**config.mk**
```make
export PLATFORM = sky130hd
export DESIGN_NAME = fifo_burst_drain
export DESIGN_NICKNAME = d
export VERILOG_FILES = /design/src/rtl/fifo_burst_drain.sv
export SDC_FILE = /design/constraint.sdc
export NUM_CORES = 1
export LEC_CHECK = 0
export CAP_MARGIN = 20
export CORE_UTILIZATION = 59
export DETAILED_ROUTE_END_ITERATION = 10
export GPL_TIMING_DRIVEN = 0
export PLACE_DENSITY = 0.85
export SETUP_SLACK_MARGIN = 0.02
export SLEW_MARGIN = 25
export SYNTH_ARGS = -nofsm -noshare
export SYNTH_HDL_FRONTEND = slang
export SYNTH_SLANG_ARGS = --single-unit
```
**constraint.sdc**
```tcl
create_clock -name clk -period 3.97 [get_ports clk]
set_input_delay 0.5955 -clock clk [delete_from_list [all_inputs] [get_ports clk]]
set_output_delay 0.5955 -clock clk [all_outputs]
set_load 0.02 [all_outputs]
```
**src/rtl/fifo_burst_drain.sv**
```systemverilog
// rtl/fifo_burst_drain.sv - burst read controller for the single-clock FIFO with a 2-entry skid buffer
// Reads BURST_LEN words (or a flushed residue) per burst and presents them as a valid/ready stream with m_last.
module fifo_burst_drain #(
    parameter int DATA_W    = 8,
    parameter int CNT_W     = 8,
    parameter int BURST_LEN = 16
) (
    input  logic              clk,
    input  logic              rst,
    input  logic [DATA_W-1:0] buf_out,
    input  logic              buf_empty,
    input  logic [CNT_W-1:0]  fifo_counter,
    output logic              rd_en,
    input  logic              flush,
    output logic [DATA_W-1:0] m_data,
    output logic              m_valid,
    input  logic              m_ready,
    output logic              m_last,
    output logic              busy
);

    localparam logic [CNT_W-1:0] BURST_LEN_C = CNT_W'(BURST_LEN);

    typedef enum logic [1:0] {
        IDLE  = 2'd0,
        BURST = 2'd1,
        DRAIN = 2'd2
    } state_t;

    state_t             state_q, state_d;
    logic [CNT_W-1:0]   blen_q, blen_d;
    logic [CNT_W-1:0]   issued_q, issued_d;
    logic [CNT_W-1:0]   sent_q, sent_d;
    logic               inflight_q, inflight_d;
    logic [1:0]         occ_q, occ_d;
    logic [DATA_W-1:0]  e0_q, e0_d;
    logic [DATA_W-1:0]  e1_q, e1_d;
    logic               pop;
    logic               push;

    assign m_valid = (occ_q != 2'd0);
    assign m_data  = e0_q;
    assign pop     = m_valid & m_ready;
    assign push    = inflight_q;
    assign busy    = (state_q != IDLE);
    assign m_last  = m_valid & (sent_q == (blen_q - CNT_W'(1)));

    // A read may issue only if its word is guaranteed a skid slot when it lands.
    assign rd_en = (state_q == BURST) & ~buf_empty & (issued_q < blen_q) &
                   (((occ_q + {1'b0, inflight_q}) < 2'd2) | pop);

    always_comb begin
        state_d    = state_q;
        blen_d     = blen_q;
        issued_d   = issued_q;
        sent_d     = sent_q;
        inflight_d = rd_en;
        occ_d      = occ_q + {1'b0, push} - {1'b0, pop};
        e0_d       = e0_q;
        e1_d       = e1_q;

        if (pop) begin
            e0_d = e1_q;
            sent_d = sent_q + CNT_W'(1);
        end
        if (push) begin
            if ((occ_q - {1'b0, pop}) == 2'd0) begin
                e0_d = buf_out;
            end else begin
                e1_d = buf_out;
            end
        end
        if (rd_en) begin
            issued_d = issued_q + CNT_W'(1);
        end

        case (state_q)
            IDLE: begin
                issued_d = '0;
                if (fifo_counter >= BURST_LEN_C) begin
                    blen_d  = BURST_LEN_C;
                    state_d = BURST;
                end else if (flush && !buf_empty) begin
                    blen_d  = fifo_counter;
                    state_d = BURST;
                end
            end
            BURST: begin
                if (issued_q == blen_q) begin
                    state_d = DRAIN;
                end
            end
            DRAIN: begin
                if ((occ_q == 2'd0) && !inflight_q && (sent_q == blen_q)) begin
                    sent_d  = '0;
                    state_d = IDLE;
                end
            end
            default: begin
                state_d = IDLE;
            end
        endcase
    end

    always_ff @(posedge clk or posedge rst) begin
        if (rst) begin
            state_q    <= IDLE;
            blen_q     <= '0;
            issued_q   <= '0;
            sent_q     <= '0;
            inflight_q <= 1'b0;
            occ_q      <= 2'd0;
            e0_q       <= '0;
            e1_q       <= '0;
        end else begin
            state_q    <= state_d;
            blen_q     <= blen_d;
            issued_q   <= issued_d;
            sent_q     <= sent_d;
            inflight_q <= inflight_d;
            occ_q      <= occ_d;
            e0_q       <= e0_d;
            e1_q       <= e1_d;
        end
    end

endmodule

```
==> results of run 1 <==
[state kept, by name, summed over array words and instances (netlist names)]
name	count
blen_q	8
state_q	2
issued_q	8
m_data	8
e1_q	8
inflight_q	1
occ_q	2
sent_q	8
[routing by layer]
metal,share of wire,up-vias
met5,0,-
met4,0.023,0
met3,0.025,11
met2,0.50,31
met1,0.45,982
li1,-,987
[stage by stage]
stage          hold slack [ns]  instance area (um^2)   util  total power [W]  instances
2_1_floorplan            0.479                  2510      -          0.00154        257
3_3_place_gp             0.487                  2890  0.718          0.00182        339
3_5_place_dp             0.500                  2920  0.725          0.00189        340
4_1_cts                  0.520                  3030  0.752          0.00223        348
5_1_grt                  0.534                  3030  0.752          0.00241        348
6_report                 0.518                  3030  0.752          0.00223        348
[final cells by class]
type	instances	area [um^2]
multi-input combinational	190	1300
sequential	45	1130
fill	294	997
timing repair buffer	33	348
clock buffer	6	72.6
tap	50	62.6
inverter	15	56.3
clock inverter	2	38.8
buffer	7	27.5
[power breakdown]
group	switching, W	internal, W	total (W)
combinational	0.000588	0.000496	0.00108
sequential	0.000157	0.000645	0.000802
clock	0.000158	0.000189	0.000347
[worst max-delay path by stage]
stage	from	endpoint	slack [ns]	cells after the start
final	blen_q[5]$_DFFE_PP0P_	rd_en	0.65	7
after global routing	blen_q[1]$_DFFE_PP0P_	m_last	0.47	8
after CTS	blen_q[5]$_DFFE_PP0P_	rd_en	0.66	7
after detailed placement	buf_empty	rd_en	0.70	6
after global placement	buf_empty	rd_en	0.70	6
after floorplan	blen_q[1]$_DFFE_PP0P_	m_last	1.57	7
[cells in the final DEF, fill, tap and decap left out, types with 2 or more instances in the layout]
cell type	count
dfrtp_1	45
nand2_1	32
clkdlybuf4s50_1	32
o21ai_0	18
nor2_1	15
xnor2_1	14
inv_1	13
ha_1	13
mux2i_1	12
a21oi_1	11
nand4_1	9
mux2_2	8
xor2_1	8
clkbuf_1	7
nand3_1	5
clkbuf_8	5
nor2b_1	4
nand2b_1	4
nor3_1	3
or4_1	3
and4_1	3
o31ai_1	3
o211ai_1	2
nor4_1	2
nor3b_1	2
and3_1	2
[logic make-up after synthesis]
| group | after synthesis | share of synthesized area |
|---|---|---|
| and+or+nand+nor | 90 | 0.186 |
| AOI/OAI and AO/OA | 45 | 0.106 |
| xor gates and xnor gates | 22 | 0.0768 |
| adders and majority gates | 13 | 0.0648 |
| DFF | 45 | 0.449 |
| buffers and inverters | 22 | 0.0334 |
| muxes | 20 | 0.0838 |
==> summary.txt, run 1 <==
Outcome: finished clean
Critical Path AT: 2.72 ns
Min Tclk post-route: 3.32 ns
R2r endpoint: issued_q[4]$_DFFE_PP0P_
Vias/cell: 5.78
Reg2reg path depth: 7
Number of I/O pins: 33
Antenna fix cells: 0
Startpoint Class: flop
CP max stage cell: clkdlybuf4s50_1
# hold bufs at CTS: 0
Pin count of the biggest net entering global routing: 24
Setup TNS: 0 ns
Synth top area share: 0.449
Worst IR Drop VDD: 0.542 mV
Wire per inst: 15.1 um
Setup Buffers After CTS: 0
Total core area: 4030 um^2
Layout area overhead: 20.8%
Nets: 331
Die area: 4520 um^2
Layout cells sized above 1: 0.0738
CP Class: flop to output pin
Iter 0 DRT Violations: 93
Top FF cell, synth: dfrtp_1
Fin. Hold Viols: 0
Type of the most critical hold path: flop to flop
Grt ovf: 0
CP cell instances: inv_1, ha_1, a21oi_1, o211ai_1, a221o_1, nor2_1, clkdlybuf4s50_1
Power Dens Cells: 737 nW/um^2
Cell count after synthesis: 257
Worst hold stages: 1
Least-Margin Pin Slew: 0.953 ns
Post-Syn Area per Cell: 9.77 um^2
RSZ-0062 raised after global routing: false
Synth Net Count: 291
Vias in the first global route: 2003
Worst path required time: 3.37 ns
Mapped cell area: 2510 um^2
WP buf/inv: 2
Drt drc: 0
Routed Antenna Nets: 0
Endpoints failing setup: 0
Asr flop ratio synth: 1.00
DP Worst Slack: 0.699 ns
Commonest cells in the netlist: dfrtp_1 (45), nand2_1 (32), o21ai_0 (18)
CTS Buf Count: 5
Slowest stage delay, CP: 0.62 ns
Top delay family on crit path: buffers and inverters
EDFF count, synth: 0
Root Buffer: clkbuf_8
Routability-driven placement congestion ratio: 0.878
Met3 usage: 0.0591
Met1 GRT Util: 0.336
Most used routing layer: met2
Worst Skew: 0.00659 ns
First-pass GRT wire length: 9010 um
Initial DRT Pass Iterations: 4
Via count: 2011
H-tree level count: 2
Post-synthesis sequential area ratio: 0.449
Rows: 23
Synth warn: 0
Hold Startpoint: e1_q[5]$_DFFE_PP0P_
Final WS setup: 0.650 ns
Clock tree buffer depth: 2
Crit. End Element: output pin
Clk_lat worst skew: 0.30 ns
DP Wirelength: 4060 um
Count leader, synth: dfrtp_1
CTS clock-pin slew for the worst setup and hold paths: 0.09 ns
Yosys cell types: 43
Max FO, Critical Path: 9
Slew Limit Fails: 0
Port bufs: 32
Crit share post-route: 0.836
Max-cap viol count: 0
Sink Count: 45
CTS tree: done
Die X: 67.2 um
Min-Delay Endpoint: e1_q[5]$_DFFE_PP0P_
Flop-to-flop setup slack: 1.58 ns
Routed Wire Length: 5250 um
Post-CTS Resized: 0
Slew headroom: 0.359
Initial Util: 0.623
Leak Pwr: 1.28 nW
Largest area contributor in the netlist: dfrtp_1
Met2 Track Usage GR: 0.456
Area contributors post-synth: dfrtp_1 (45%), ha_1 (6.5%), xnor2_1 (4.9%)
Die Span Y: 67.2 um
Highest clock rate: 301 MHz
GRT Total Usage: 0.270
Initial antenna violation count: 0
Number of synthesized register bits: 45
Origin of the critical flop-to-flop path: blen_q[5]$_DFFE_PP0P_
(Power assumes the default switching activity.)
==> inputs of run 2 (changes only) <==
CORE_UTILIZATION = 55   (was 59)
PLACE_DENSITY = 0.8   (was 0.85)
clock period = 3.5 ns   (was 3.97 ns; I/O delays follow)
==> run 2 against run 1 <==
Compared with the run above: largest power group unchanged; non-clock buffer count unchanged; die area up 7.1%; routed wire length down 3.6%; sequential share of layout area down 0.14 points; clock power up 17%; register-to-register slack worse by 0.39 ns; core utilization down 5.8 points.
==> summary.txt, run 2 (synthesized netlist as in run 1, its figures left out) <==
Outcome: finished clean
CP max stage cell: clkdlybuf4s50_1
DP Worst Slack: 0.378 ns
Grt ovf: 0
Iter 0 DRT Violations: 122
Rows: 24
Clock tree buffer depth: 2
Crit share post-route: 0.912
RSZ-0062 raised after global routing: false
Commonest non-fill, non-tap cells in the layout: dfrtp_1 (45), nand2_1 (32), clkdlybuf4s50_1 (32), o21ai_0 (18), nor2_1 (15)
Die area: 4840 um^2
First-pass GRT wire length: 8850 um
Vias/cell: 5.66
CP cell instances: inv_1, ha_1, a21oi_1, o211ai_1, a221o_1, nor2_1, clkdlybuf4s50_1
Antenna fix cells: 0
Pin count of the biggest net entering global routing: 33
Drt drc: 0
Layout cells sized above 1: 0.0839
Startpoint Class: flop
Crit. End Element: output pin
Routed Wire Length: 5060 um
# hold bufs at CTS: 0
Die Span Y: 69.6 um
Reg2reg path depth: 7
CP Class: flop to output pin
Root Buffer: clkbuf_8
Endpoints failing setup: 0
Layout area overhead: 21.2%
Wire per inst: 14.5 um
Final WS setup: 0.309 ns
CTS Buf Count: 5
Worst Skew: 0.0100 ns
Max-cap viol count: 0
Leak Pwr: 1.28 nW
Port bufs: 32
CTS tree: done
Worst path required time: 2.97 ns
H-tree level count: 2
Initial antenna violation count: 0
Max FO, Critical Path: 9
Most common cell after layout, fill and taps aside: dfrtp_1
Initial Util: 0.572
Initial DRT Pass Iterations: 4
Vias in the first global route: 1933
Clk_lat worst skew: 0.31 ns
Slew headroom: 0.482
Total core area: 4380 um^2
GRT Total Usage: 0.233
Power Dens Cells: 831 nW/um^2
Slowest stage delay, CP: 0.62 ns
Placed cells: 342
Setup TNS: 0 ns
Die X: 69.6 um
DP Wirelength: 3860 um
CTS clock-pin slew for the worst setup and hold paths: 0.09 ns
Type of the most critical hold path: input pin to asynchronous set/reset pin
Via count: 1981
Highest clock rate: 313 MHz
Critical Path AT: 2.67 ns
Fin. Hold Viols: 0
Min Tclk post-route: 3.19 ns
Number of I/O pins: 33
Worst IR Drop VDD: 0.461 mV
Routed Antenna Nets: 0
Sink Count: 45
Slew Limit Fails: 0
Routability-driven placement congestion ratio: 0.841
# fillers: 345
Fin cells: 350
Least-Margin Pin Slew: 0.772 ns
Nets: 331
==> run 2: power breakdown <==
part | internal, W | total, W | leakage, nW | switching [W]
logic | 0.000560 | 0.00121 | 0.654 | 0.000652
clock network | 0.000218 | 0.000407 | 0.0591 | 0.000190
registers | 0.000731 | 0.000908 | 0.567 | 0.000177
==> run 2: final timing paths <==
path,from,end,slack [ns]
hold / removal,rst,issued_q[7]$_DFFE_PP0P_,0.48
min in group clk,e1_q[5]$_DFFE_PP0P_,e1_q[5]$_DFFE_PP0P_,0.51
setup reg to reg,blen_q[5]$_DFFE_PP0P_,issued_q[4]$_DFFE_PP0P_,1.19
setup / recovery,blen_q[5]$_DFFE_PP0P_,rd_en,0.31
max in group asynchronous,rst,blen_q[2]$_DFFE_PP0P_,2.55
hold reg to reg,e1_q[5]$_DFFE_PP0P_,e1_q[5]$_DFFE_PP0P_,0.51
==> run 2: metrics by stage <==
| step | util | power (W) | hold slack (ns) | instance area [um^2] |
|---|---|---|---|---|
| 6_report | 0.694 | 0.00253 | 0.483 | 3040 |
| 5_1_grt | 0.694 | 0.00273 | 0.522 | 3040 |
| 3_5_place_dp | 0.665 | 0.00212 | 0.495 | 2920 |
| 2_1_floorplan | - | 0.00175 | 0.479 | 2510 |
| 4_1_cts | 0.691 | 0.00254 | 0.485 | 3030 |
| 3_3_place_gp | 0.660 | 0.00207 | 0.487 | 2900 |
==> run 2: worst max-delay path, delay by kind of cell (launching register included) <==
| kind | cells | cell delay (ns) |
|---|---|---|
| simple gates | 1 | 0.16 |
| compound gates | 3 | 0.71 |
| flops | 1 | 0.44 |
| fa+ha+maj | 1 | 0.32 |
| buf+inv | 2 | 0.74 |
==> run 2: cell type report <==
| type | count | area [um^2] | area share |
|---|---|---|---|
| clock buffer | 5 | 68.8 | 0.0226 |
| sequential | 45 | 1130 | 0.370 |
| tap | 52 | 65.1 | 0.0214 |
| buffer | 7 | 27.5 | 0.00905 |
| clock inverter | 3 | 47.5 | 0.0156 |
| multi-input combinational | 190 | 1310 | 0.431 |
| timing repair buffer | 33 | 340 | 0.112 |
| inverter | 15 | 56.3 | 0.0185 |
==> run 2: timing repair <==
action,CTS,global route
gates resized for setup,0,1
endpoints found under the setup margin,0,1
buffers inserted,0,0
hold endpoints to repair,0,0
==> run 2: routing by layer <==
layer,vias to the layer above,global-route usage,routed length [um]
li1,994,-,-
met1,957,0.305,2420
met2,23,0.384,2450
met3,7,0.0436,116
met4,0,0.0907,74
met5,-,0,0
==> inputs of run 3 (changes only) <==
CORE_UTILIZATION = 50   (was 55)
PLACE_DENSITY = 0.76   (was 0.8)
clock period = 2.6 ns   (was 3.5 ns; I/O delays follow)
==> run 3 against run 2 <==
Compared with the run above: first-iteration DRC count is 5.7% higher; global-route usage down 2.1 points; clock-buffer cell count did not move; critical path depth decreased by 4; sequential power is 35% higher; cell area grew 1.9%; clock skew increased by 0.0028 ns; worst setup slack got worse by 0.22 ns.
==> summary.txt, run 3 (synthesized netlist as in run 1, its figures left out) <==
Outcome: finished clean
Rows: 25
Flop-to-flop setup slack: 0.30 ns
Endpoints failing setup: 0
Highest clock rate: 398 MHz
Critical Path AT: 2.12 ns
Initial DRT Pass Iterations: 4
Met2 WL: 2500 um
GRT Total Usage: 0.212
Switching share of power: 0.405
Initial Util: 0.524
Routability-driven placement congestion ratio: 0.818
Internal power: 0.00205 W
Routed Wire Length: 5190 um
Reg area: 1130 um^2
Worst Skew: 0.0128 ns
Crit share post-route: 0.966
Slew Limit Fails: 0
Antenna fix cells: 0
# fillers: 374
Routed Antenna Nets: 0
First-pass GRT wire length: 8510 um
Initial antenna violation count: 0
Multi-input gate area: 1330 um^2
Commonest non-fill, non-tap cells in the layout: dfrtp_1 (43), nand2_1 (32), clkdlybuf4s50_1 (30), o21ai_0 (18)
Most common cell after layout, fill and taps aside: dfrtp_1
Clk_lat worst skew: 0.30 ns
R2r endpoint: issued_q[4]$_DFFE_PP0P_
CTS tree: done
Port bufs: 32
H-tree level count: 2
Min Tclk post-route: 2.51 ns
Sequential fraction of design power: 0.356
Power Dens Cells: 1110 nW/um^2
Final WS setup: 0.0880 ns
RSZ-0062 raised after global routing: false
DP Wirelength: 3730 um
Clock network power share: 0.153
M1 WL: 2470 um
DR WL met3: 131 um
Drt drc: 0
Wire per inst: 14.1 um
Type of the most critical hold path: input pin to asynchronous set/reset pin
Fin. Hold Viols: 0
CP Class: flop to output pin
Via count: 1993
Layout cells sized above 1: 0.126
Origin of the critical flop-to-flop path: blen_q[5]$_DFFE_PP0P_
Placed Area: 2930 um^2
Pin count of the biggest net entering global routing: 33
# hold bufs at CTS: 0
Clock tree buffer depth: 2
Die X: 72.9 um
Worst IR Drop VDD: 0.684 mV
CTS Buf Count: 5
Die Span Y: 72.9 um
Total core area: 4790 um^2
Max FO, Critical Path: 9
Iter 0 DRT Violations: 129
Reg2reg path depth: 8
Number of I/O pins: 33
Combinational Power Share: 0.491
Startpoint Class: flop
Vias/cell: 5.40
DP Worst Slack: -0.262 ns
Least-Margin Pin Slew: 0.904 ns
Design Area, Final: 3100 um^2
Min Hold Slack: 0.360 ns
Nets: 336
Max-cap viol count: 0
Crit. End Element: output pin
Top layer reached by signal wires: met4
Slew headroom: 0.392
Grt ovf: 0
CTS clock-pin slew for the worst setup and hold paths: 0.08 ns
Layout area overhead: 23.5%
Leak Pwr: 1.30 nW
Util after Layout: 0.648
Worst path required time: 2.21 ns
Root Buffer: clkbuf_8
Sink Count: 45
Switching pwr: 0.00140 W
Die area: 5310 um^2
Vias in the first global route: 1856
## run 3: worst max path at each step
| stage | from | end | slack [ns] | depth (start not counted) |
|---|---|---|---|---|
| floorplan | blen_q[1]$_DFFE_PP0P_ | m_last | 0.41 | 7 |
| global placement | buf_empty | rd_en | -0.26 | 6 |
| detailed placement | buf_empty | rd_en | -0.26 | 6 |
| CTS | blen_q[5]$_DFFE_PP0P_ | rd_en | -0.001 | 7 |
| global route | blen_q[0]$_DFFE_PP0P_ | m_last | 0.007 | 9 |
| finish | state_q[1]$_DFFE_PP0P_ | busy | 0.09 | 3 |
## run 3: layout make-up
type                            count  share of cell area
Buffer                              7             0.00888
Clock buffer                        5              0.0222
Clock inverter                      2              0.0125
Inverter                           15              0.0182
Multi-Input combinational cell    190               0.428
Sequential cell                    45               0.364
Tap cell                           67              0.0270
Timing Repair Buffer               38               0.119
## run 3: what timing repair did
item                       CTS  global route
resized for setup           11             8
cloned                       0             0
setup endpoints to repair    3             2
pin swaps                    0             1
buffers inserted             0             5
## run 3: critical path, stage by stage (launching register included)
cell and delay [ns]:
dfrtp_1 0.45, nor2_2 0.39, clkinv_1 0.36, clkdlybuf4s50_1 0.63
## run 3: layer usage
metal | vias to the layer above | global-route usage
li1 | 993 | -
met1 | 968 | 0.275
met2 | 24 | 0.354
met3 | 8 | 0.0373
met4 | 0 | 0.0850
met5 | - | 0
## run 3: power by group through the flow
stage                     sequential (W)  combinational [W]  clock (W)
final                            0.00123            0.00170   0.000528
after detailed placement         0.00123            0.00162          0
after floorplan                  0.00125            0.00111          0
after CTS                        0.00122            0.00163   0.000541
after global placement           0.00122            0.00157          0
after global routing             0.00127            0.00188   0.000569
## run 3: metrics by stage
stage / TNS, ns / cells / total power [W]
2_1_floorplan: 0 / 257 / 0.00236
3_3_place_gp: -0.278 / 356 / 0.00279
3_5_place_dp: -0.307 / 357 / 0.00285
4_1_cts: -0.00108 / 364 / 0.00339
5_1_grt: 0 / 369 / 0.00371
6_report: 0 / 369 / 0.00345
==> RTL edit, RTL diff (flow settings as in run 2) <==
Change the parameter `DATA_W` from 8 to 10.
--- a/src/rtl/fifo_burst_drain.sv
+++ b/src/rtl/fifo_burst_drain.sv
@@ -1,7 +1,7 @@
 // rtl/fifo_burst_drain.sv - burst read controller for the single-clock FIFO with a 2-entry skid buffer
 // Reads BURST_LEN words (or a flushed residue) per burst and presents them as a valid/ready stream with m_last.
 module fifo_burst_drain #(
-    parameter int DATA_W    = 8,
+    parameter int DATA_W    = 10,
     parameter int CNT_W     = 8,
     parameter int BURST_LEN = 16
 ) (
Interface: changed (resized buf_out and m_data); port bits go from 33 to 37. No check against the original RTL was run, so the function may have changed too.
==> RTL edit against run 2 <==
Global-route usage up 0.28 points; routed wire length up 4.2%; core utilization up 1.2 points; hold slack better by 26 ps; setup slack worse by 32 ps; design area up 3.9%; die area up 4.6%; sequential cell count up 4; power down 13%; synthesized area up 4.7%; critical endpoint unchanged; highest routed layer unchanged.
==> RTL edit: results (changes against run 2) <==
| Metric | Value |
|---|---|
| Final-layout non-clock buffer area share | 12.6% (+0.50 points) |
| Non-clk invs | 17 (+2) |
| Mapped Nets | 298 (+2.4%) |
| Worst slew margin | 59.2% (+11 points) |
| Multi-input gate area | 1320 um^2 (+0.67%) |
| Via-to-Cell Ratio | 5.64 (-0.44%) |
| DP Wirelength | 3.90 mm (+0.93%) |
| Layout cells sized above 1 | 8.79% (+0.41 points) |
| Outcome | finished clean |
| Synth top cells by count | 49 x dfrtp_1, 31 x nand2_1, 19 x o21ai_0 |
| Vias in the first global route | 2,005 (+3.7%) |
| Port-buffer cells | 36 (+13%) |
| CP startpoint | blen_q[1] |
| Nonclk buf count | 41 (+2.5%) |
| Area contributors post-synth | dfrtp_1 47%, ha_1 6.2%, mux2i_1 5.0% |
| Layout clock area frac | 2.77% (-1.1 points) |
| Clock net power | 0.339 mW (-17%) |
| Register area | 1230 um^2 (+8.9%) |
| Critical R2R Capture | issued_q[5] |
| Register area share after synthesis | 46.7% (+1.8 points) |
| Clock buf count | 6 (+1) |
| Global-route wire length before repair | 9.22 mm (+4.2%) |
| Leakage power | 1.38 nW (+7.8%) |
| Largest net degree at the start of global routing | 34 (+3.0%) |
| Worst EP arrival | 2700 ps (+30 ps) |
| Fill cell count | 327 (-5.2%) |
| Worst path max stage delay | 670 ps (+50 ps) |
| Sw frac | 37.9% (-2.4 points) |
| Synth cell types | 40 (-7.0%) |
| Comb pwr share | 41.2% (-6.8 points) |
| WL final | 5.27 mm (+4.2%) |
| RR Startpoint | blen_q[1] |
| Setup slack, reg-to-reg | 1320 ps (+130 ps) |
| Fin Clk Skew | 13.8 ps (+3.77 ps) |
| FF+latch count, synth | 49 (+8.9%) |
[RTL edit: cell count changes after synthesis, moves of 3 or more]
cell and delta:
xnor2_1 -5, xor2_1 +5, inv_1 +3, nand2b_1 -3, nor3_1 +3, clkbuf_1 -4
dfrtp_1 +4
[RTL edit: worst min path at each step]
stage               slack (ps)    start  depth (start not counted)     endpoint
floorplan                  480  e1_q[0]                          1      e1_q[0]
global placement           490  e1_q[7]                          1      e1_q[7]
detailed placement         490  e1_q[7]                          1      e1_q[7]
CTS                        520      rst                          2  issued_q[2]
global route               520  e1_q[8]                          1      e1_q[8]
finish                     510      rst                          2      e1_q[5]
[RTL edit: worst max-delay path: cells and delay by family (launching register included)]
kind,cells,cell delay [ps]
simple gates,2,460
fa+ha+maj,1,310
buf+inv,2,770
flops,1,430
compound gates,2,410
[RTL edit: kinds of logic after synthesis]
family	after synthesis	share of synthesized area, %
compound gates	44	9.71
xor+xnor	22	7.33
buf+inv	21	3.10
simple gates	90	17.8
mux	23	9.24
fa+ha+maj	13	6.19
flops	49	46.7
[RTL edit: through the flow]
| stage | hold slack [ps] | instances | area (um^2) | setup WS (ps) | util [%] |
|---|---|---|---|---|---|
| 3_3_place_gp | 487 | 350 | 3050 | 409 | 68.2 |
| 5_1_grt | 523 | 359 | 3160 | 118 | 70.6 |
| 3_5_place_dp | 494 | 351 | 3070 | 396 | 68.7 |
| 4_1_cts | 517 | 359 | 3160 | 264 | 70.6 |
| 6_report | 509 | 359 | 3160 | 277 | 70.6 |
| 2_1_floorplan | 479 | 262 | 2630 | 1320 | - |
[RTL edit: metal layers]
metal	global-route usage, %	routed length (um)	vias to the layer above
met2	38.7	2440	49
met4	7.78	73	0
met5	0	0	-
met3	4.42	230	6
li1	-	-	1016
met1	31.9	2530	952
